### config.mk
export PLATFORM = sky130hd
export DESIGN_NAME = sm83_bus_seq
export DESIGN_NICKNAME = d
export VERILOG_FILES = /design/src/rtl/sm83_bus_pkg.sv /design/src/rtl/sm83_tstate_gen.sv /design/src/rtl/sm83_bus_seq.sv
export SDC_FILE = /design/constraint.sdc
export NUM_CORES = 1
export LEC_CHECK = 0
export CAP_MARGIN = 20
export CORE_MARGIN = 4
export CORE_UTILIZATION = 30
export DETAILED_ROUTE_END_ITERATION = 6
export HOLD_SLACK_MARGIN = 0.08
export PLACE_DENSITY = 0.71
export SLEW_MARGIN = 20
export SYNTH_ARGS = -nofsm -noshare
export SYNTH_HDL_FRONTEND = slang
export SYNTH_SLANG_ARGS = --single-unit
### constraint.sdc
create_clock -name clk -period 2.4 [get_ports clk]
set_input_delay 0.24 -clock clk [delete_from_list [all_inputs] [get_ports clk]]
set_output_delay 0.24 -clock clk [all_outputs]
set_load 0.1 [all_outputs]
### src/rtl/sm83_bus_pkg.sv
// Shared types and helpers for the SM83 bus sequencer.
package sm83_bus_pkg;

  typedef enum logic [2:0] {T1, T2, TW, T3, T4} tstate_t;

  // Wait-counter width; never narrower than one bit so MAX_WAIT=0 still elaborates.
  function automatic int wait_cnt_width(input int max_wait);
    return (max_wait < 1) ? 1 : $clog2(max_wait + 1);
  endfunction

endpackage

### src/rtl/sm83_tstate_gen.sv
// T-state phase generator with bounded wait-state insertion and TW counter.
//   state | meaning
//   T1    | address phase
//   T2    | strobe setup, ext_wait sampled
//   TW    | wait state, core stalled, ext_wait sampled
//   T3    | data phase
//   T4    | data capture, next request sampled
module sm83_tstate_gen
  import sm83_bus_pkg::*;
#(
  parameter int MAX_WAIT = 3,
  parameter int CW       = 2
) (
  input  logic          clk,
  input  logic          reset,
  input  logic          seq_active,
  input  logic          ext_wait,
  output logic          t1,
  output logic          t2,
  output logic          t3,
  output logic          t4,
  output logic          stall,
  output logic [CW-1:0] tw_count
);

  localparam logic [CW:0] MAX_W = (CW+1)'(MAX_WAIT);

  tstate_t     state;
  tstate_t     state_nxt;
  logic [CW:0] cnt_inc;

  assign cnt_inc = {1'b0, tw_count} + (CW+1)'(1);

  always_ff @(posedge clk) begin
    if (reset) begin
      state    <= T1;
      tw_count <= '0;
    end else begin
      state <= state_nxt;
      if (state == TW)
        tw_count <= cnt_inc[CW-1:0];
      else if (state == T4)
        tw_count <= '0;
    end
  end

  // cnt_inc already counts the TW being left, so hitting MAX_WAIT forces T3.
  always_comb begin
    state_nxt = state;
    unique case (state)
      T1:      state_nxt = T2;
      T2:      state_nxt = (seq_active && ext_wait && (MAX_WAIT > 0)) ? TW : T3;
      TW:      state_nxt = (ext_wait && (cnt_inc < MAX_W)) ? TW : T3;
      T3:      state_nxt = T4;
      T4:      state_nxt = T1;
      default: state_nxt = T1;
    endcase
  end

  assign t1    = (state == T1);
  assign t2    = (state == T2);
  assign t3    = (state == T3);
  assign t4    = (state == T4);
  assign stall = (state == TW);

endmodule

### src/rtl/sm83_bus_seq.sv
// SM83 memory-interface sequencer: bus strobes, address/data latches and
// opcode capture around the T-state generator.
module sm83_bus_seq
  import sm83_bus_pkg::*;
#(
  parameter int ADR_WIDTH = 16,
  parameter int WORD_SIZE = 8,
  parameter int MAX_WAIT  = 3
) (
  input  logic                                  clk,
  input  logic                                  reset,
  input  logic                                  mread,
  input  logic                                  mwrite,
  input  logic                                  ext_wait,
  output logic                                  t1,
  output logic                                  t2,
  output logic                                  t3,
  output logic                                  t4,
  output logic                                  stall,
  output logic [ADR_WIDTH-1:0]                  aout,
  input  logic [ADR_WIDTH-1:0]                  ain,
  input  logic                                  apin_we,
  input  logic [WORD_SIZE-1:0]                  din,
  input  logic                                  dl_we,
  output logic [WORD_SIZE-1:0]                  dout,
  input  logic [WORD_SIZE-1:0]                  ext_din,
  output logic [WORD_SIZE-1:0]                  ext_dout,
  output logic                                  ext_data_lh,
  output logic                                  n_rd,
  output logic                                  p_rd,
  output logic                                  n_wr,
  output logic                                  p_wr,
  output logic [WORD_SIZE-1:0]                  opcode,
  input  logic                                  ir_we,
  output logic [wait_cnt_width(MAX_WAIT)-1:0]   wait_count,
  output logic                                  proto_err
);

  localparam int CW = wait_cnt_width(MAX_WAIT);

  logic                 rd_seq;
  logic                 wr_seq;
  logic                 rd_t4;
  logic [WORD_SIZE-1:0] data_latch;
  logic [WORD_SIZE-1:0] opcode_q;
  logic [CW-1:0]        tw_count;

  sm83_tstate_gen #(
    .MAX_WAIT (MAX_WAIT),
    .CW       (CW)
  ) u_tstate (
    .clk        (clk),
    .reset      (reset),
    .seq_active (rd_seq | wr_seq),
    .ext_wait   (ext_wait),
    .t1         (t1),
    .t2         (t2),
    .t3         (t3),
    .t4         (t4),
    .stall      (stall),
    .tw_count   (tw_count)
  );

  assign rd_t4 = rd_seq & t4;

  // A simultaneous read/write request keeps the read and flags the core.
  always_ff @(posedge clk) begin
    if (reset) begin
      rd_seq     <= 1'b0;
      wr_seq     <= 1'b0;
      wait_count <= '0;
      proto_err  <= 1'b0;
      data_latch <= '0;
      aout       <= '0;
      opcode_q   <= '0;
    end else begin
      if (t4) begin
        rd_seq     <= mread;
        wr_seq     <= mwrite & ~mread;
        wait_count <= tw_count;
        if (mread && mwrite)
          proto_err <= 1'b1;
      end
      if (dl_we)
        data_latch <= din;
      else if (rd_t4)
        data_latch <= ext_din;
      if (apin_we)
        aout <= ain;
      else if (t4)
        aout[ADR_WIDTH-1:8] <= '0;
      if (ir_we)
        opcode_q <= ext_din;
    end
  end

  assign dout     = rd_t4 ? ext_din : data_latch;
  assign ext_dout = data_latch;
  assign opcode   = ir_we ? ext_din : opcode_q;

  // Strobes are forced inactive while reset is held, even mid-write.
  always_comb begin
    n_rd        = 1'b1;
    p_rd        = 1'b1;
    n_wr        = 1'b0;
    p_wr        = 1'b0;
    ext_data_lh = 1'b0;
    if (!reset) begin
      if (wr_seq) begin
        n_rd = 1'b0;
        p_rd = t4;
        n_wr = t3;
        p_wr = t2 | stall | t3;
      end
      ext_data_lh = rd_seq & t3;
    end
  end

endmodule

==> flow_summary.toml <==
[worst_setup_path]
path_delay_family = "simple AND/OR/NAND/NOR gates"
end_kind = "output pin"
critPathBufInv = 1
crit_end = "dout[6]"
r2r-end = "ext_dout[7]"
crit_cells = 3
crit_fanout = 11
max_stage_delay_ns = 0.62
startpoint = "u_tstate.state[2]"
arrival_ns = 1.99
regToRegStartpoint = "u_tstate.state[2]"
cpMaxStageDelayCell = "and4bb_1"
rrSetupSlack_ns = 0.59
worstSetupStartpointType = "flop"
critPathRequiredTime_ns = 2.16
crit_type = "reg -> out"
worstPathCellList = "and4bb_1 > mux2_4 > buf_12"
reg2regPathDepth = 3

[logic_synthesis]
ys_seq_area_frac = 0.4553
synth_common_cells = "42 x dfxtp_1, 21 x a21oi_1, 16 x nand2_1"
synth_top_cell_area_share = 0.4553
synth_flop_cell = "dfxtp_1"
avgSynthCellArea_um2 = 9.669
yosys.area.top_type = "dfxtp_1"
syn_inst = 191
synth_top_cells_by_area = "dfxtp_1 46%, mux2_4 6.5%, a21oi_1 5.7%"
ys_ff_latch = 42
ys_types = 33
yosysMostFrequentCell = "dfxtp_1"
yosys_warnings = 0
async_reset_ff_frac = 0
netlist_area_um2 = 1847
synth_fp_nets = 233
synth-edff-count = 0

[power_and_ir_drop]
p_int_mw = 1.359
p_sw_mw = 1.103
combPwrFrac = 0.469
switching_share = 0.4481
power.density_nw_per_um2 = 806.7
peakVddDrop_mv = 0.6719
seqPwrFrac = 0.338
power_frac_clock = 0.193
p_leak_nw = 1.306

[global_routing]
grt_max_degree = 28
grt_pass1_wl_mm = 7.465
grt_use_total = 0.1244
grt_pass1_vias = 1578
antenna_found_initial = 0
gr-total-overflow = 0

[clocking]
post_cts_resize_count = 0
cts.sinks = 42
worstSkewPairLatency_ns = 0.29
clockBufferDepth = 2
cts_tree = "yes"
hold_buffers = 0
clk_pin_slew_ns = 0.08
postCtsSetupRepairBufs = 0
cts-root-buf = "clkbuf_8"
cts_made_buffers = 5
htreeDepth = 2

[drt]
postRouteAntennaNets = 0
via_count = 1599
dr.pass1.iters = 4
routed_wl_mm = 4.728
vias_per_cell = 4.530
drt_iter0_drc = 52
drc = 0
wire_per_inst_um = 13.39

[sta]
finalSetupTns_ns = 0
slew_violations = 0
relSlewSlack = 0.5928
period_needed_ns = 2.229
fmax_mhz = 448.7
setup_viol = 0
min_period_over_period = 0.9287
finClkSkew_ns = 0.004648
hold_viol = 0
holdWs_ns = 0.4602
rsz0062_at_grt = "false"
tightest_slew_ns = 0.6108

[job]
cap_violations = 0

[floorplan]
fp.coreArea_um2 = 5956
die_w_um = 86.46
fp-row-count = 28
io_pins = 93
die_y_um = 86.46
design.die.area_um2 = 7475
start_util = 0.3101

[hold_path]
hold_path.class = "reg -> reg"

[final_layout]
drive_gt1_frac = 0.3094
finalCoreUtilization = 0.5126
n_fill_cell = 569
area_growth_pct = 65.31
insertedDiodeCount = 0
final_net_count = 319

[place]
hpwl_mm = 3.607
io_buffers = 92
gp_congestion = 0.7553

[status]
status = "completed"
[metrics by stage]
stage | power, mW | instances | area (µm²) | setup WS (ns)
floorplan | 1.708 | 191 | 1862 | -0.3122
global placement | 2.001 | 345 | 2958 | 0.4957
detailed placement | 2.012 | 345 | 2958 | 0.4796
CTS | 2.492 | 353 | 3053 | 0.1614
global route | 2.564 | 353 | 3053 | 0.06861
finish | 2.463 | 353 | 3053 | 0.1711
[routing by layer]
layer / up-vias / track usage / share of wire / wire (µm)
met5: - / 0 / 0 / 0
met4: 0 / 0.03824 / 0.0042 / 20
met3: 2 / 0.04087 / 0.066 / 313
met2: 45 / 0.2086 / 0.50 / 2375
met1: 740 / 0.1511 / 0.43 / 2018
li1: 812 / - / - / -
[power by group through the flow]
stage	sequential (mW)	clock (mW)	combinational, mW
finish	0.832	0.476	1.16
global route	0.841	0.523	1.20
CTS	0.832	0.495	1.17
detailed placement	0.849	0	1.16
global placement	0.843	0	1.16
floorplan	0.982	0	0.726
[cell type report]
cell class	count	area, µm²	share of cell area
well taps	75	93.84	0.03074
clock buffers	6	82.58	0.02705
repair buffers	95	1099	0.3598
multi-input cells	122	878.3	0.2877
inverters	11	46.29	0.01516
clock inverters	2	12.51	0.004098
flip-flops and latches	42	840.8	0.2754
[layout by cell type (no fill, tap or decap)]
| cell type | synthesis | final |
|---|---|---|
| a21oi_1 | 21 | 21 |
| o31ai_1 | 1 | 1 |
| nor3_1 | 3 | 1 |
| nor3_2 | 0 | 2 |
| mux2_2 | 8 | 8 |
| mux2_4 | 8 | 8 |
| clkinvlp_4 | 0 | 1 |
| nor3b_2 | 0 | 1 |
| clkdlybuf4s50_1 | 0 | 39 |
| nand3_1 | 1 | 1 |
| inv_1 | 10 | 10 |
| buf_12 | 0 | 23 |
| xnor2_1 | 1 | 1 |
| and3b_2 | 1 | 1 |
| a31oi_1 | 2 | 2 |
| nor4b_1 | 1 | 1 |
| clkbuf_8 | 0 | 6 |
| nor3b_1 | 2 | 1 |
| and2_1 | 2 | 2 |
| clkinv_2 | 0 | 1 |
| buf_4 | 1 | 33 |
| o21a_1 | 8 | 8 |
| and4bb_1 | 1 | 1 |
| ha_1 | 2 | 2 |
| nand3b_1 | 9 | 9 |
| dfxtp_1 | 42 | 42 |
| or4_1 | 1 | 1 |
| nor2b_1 | 9 | 9 |
| clkinv_4 | 1 | 1 |
| nand2_1 | 16 | 16 |
| nand2b_1 | 2 | 2 |
| a2bb2oi_1 | 1 | 1 |
| or3b_2 | 1 | 1 |
| mux2i_1 | 8 | 8 |
| or3b_1 | 1 | 1 |
| nor2_1 | 12 | 12 |
[tightest hold or removal path, delay by kind of cell, from the launching register on]
kind,cells,cell delay (ns)
DFF,1,0.32
AOI/OAI and AO/OA,1,0.05
and+or+nand+nor,1,0.05
[logic make-up (layout without fill, tap and decap cells)]
logic type	count (synthesis)	after routing	share of synthesized area
flip-flops	42	42	0.4553
XOR/XNOR	1	1	0.004743
AND/OR/NAND/NOR	62	62	0.1870
buffers and inverters	27	114	0.07724
AO/OA/AOI/OAI	33	33	0.1050
adder cells (fa/ha/maj)	2	2	0.01355
multiplexers	24	24	0.1572
[worst min path at each step]
stage | startpoint | end | slack, ns | cells past startpoint
floorplan | mread | rd_seq | 0.38 | 2
global placement | wait_count[1] | wait_count[1] | 0.44 | 2
detailed placement | wait_count[1] | wait_count[1] | 0.45 | 2
CTS | wait_count[1] | wait_count[1] | 0.47 | 2
global route | wait_count[1] | wait_count[1] | 0.50 | 2
finish | wait_count[1] | wait_count[1] | 0.46 | 2
[sequential cells by signal (all words and copies together) (netlist names)]
name / count
rd_seq: 1
wr_seq: 1
ext_dout: 8
aout: 16
u_tstate.state: 3
proto_err: 1
opcode_q: 8
wait_count: 2
u_tstate.tw_count: 2
No activity file was read; power rests on OpenSTA's default activity.
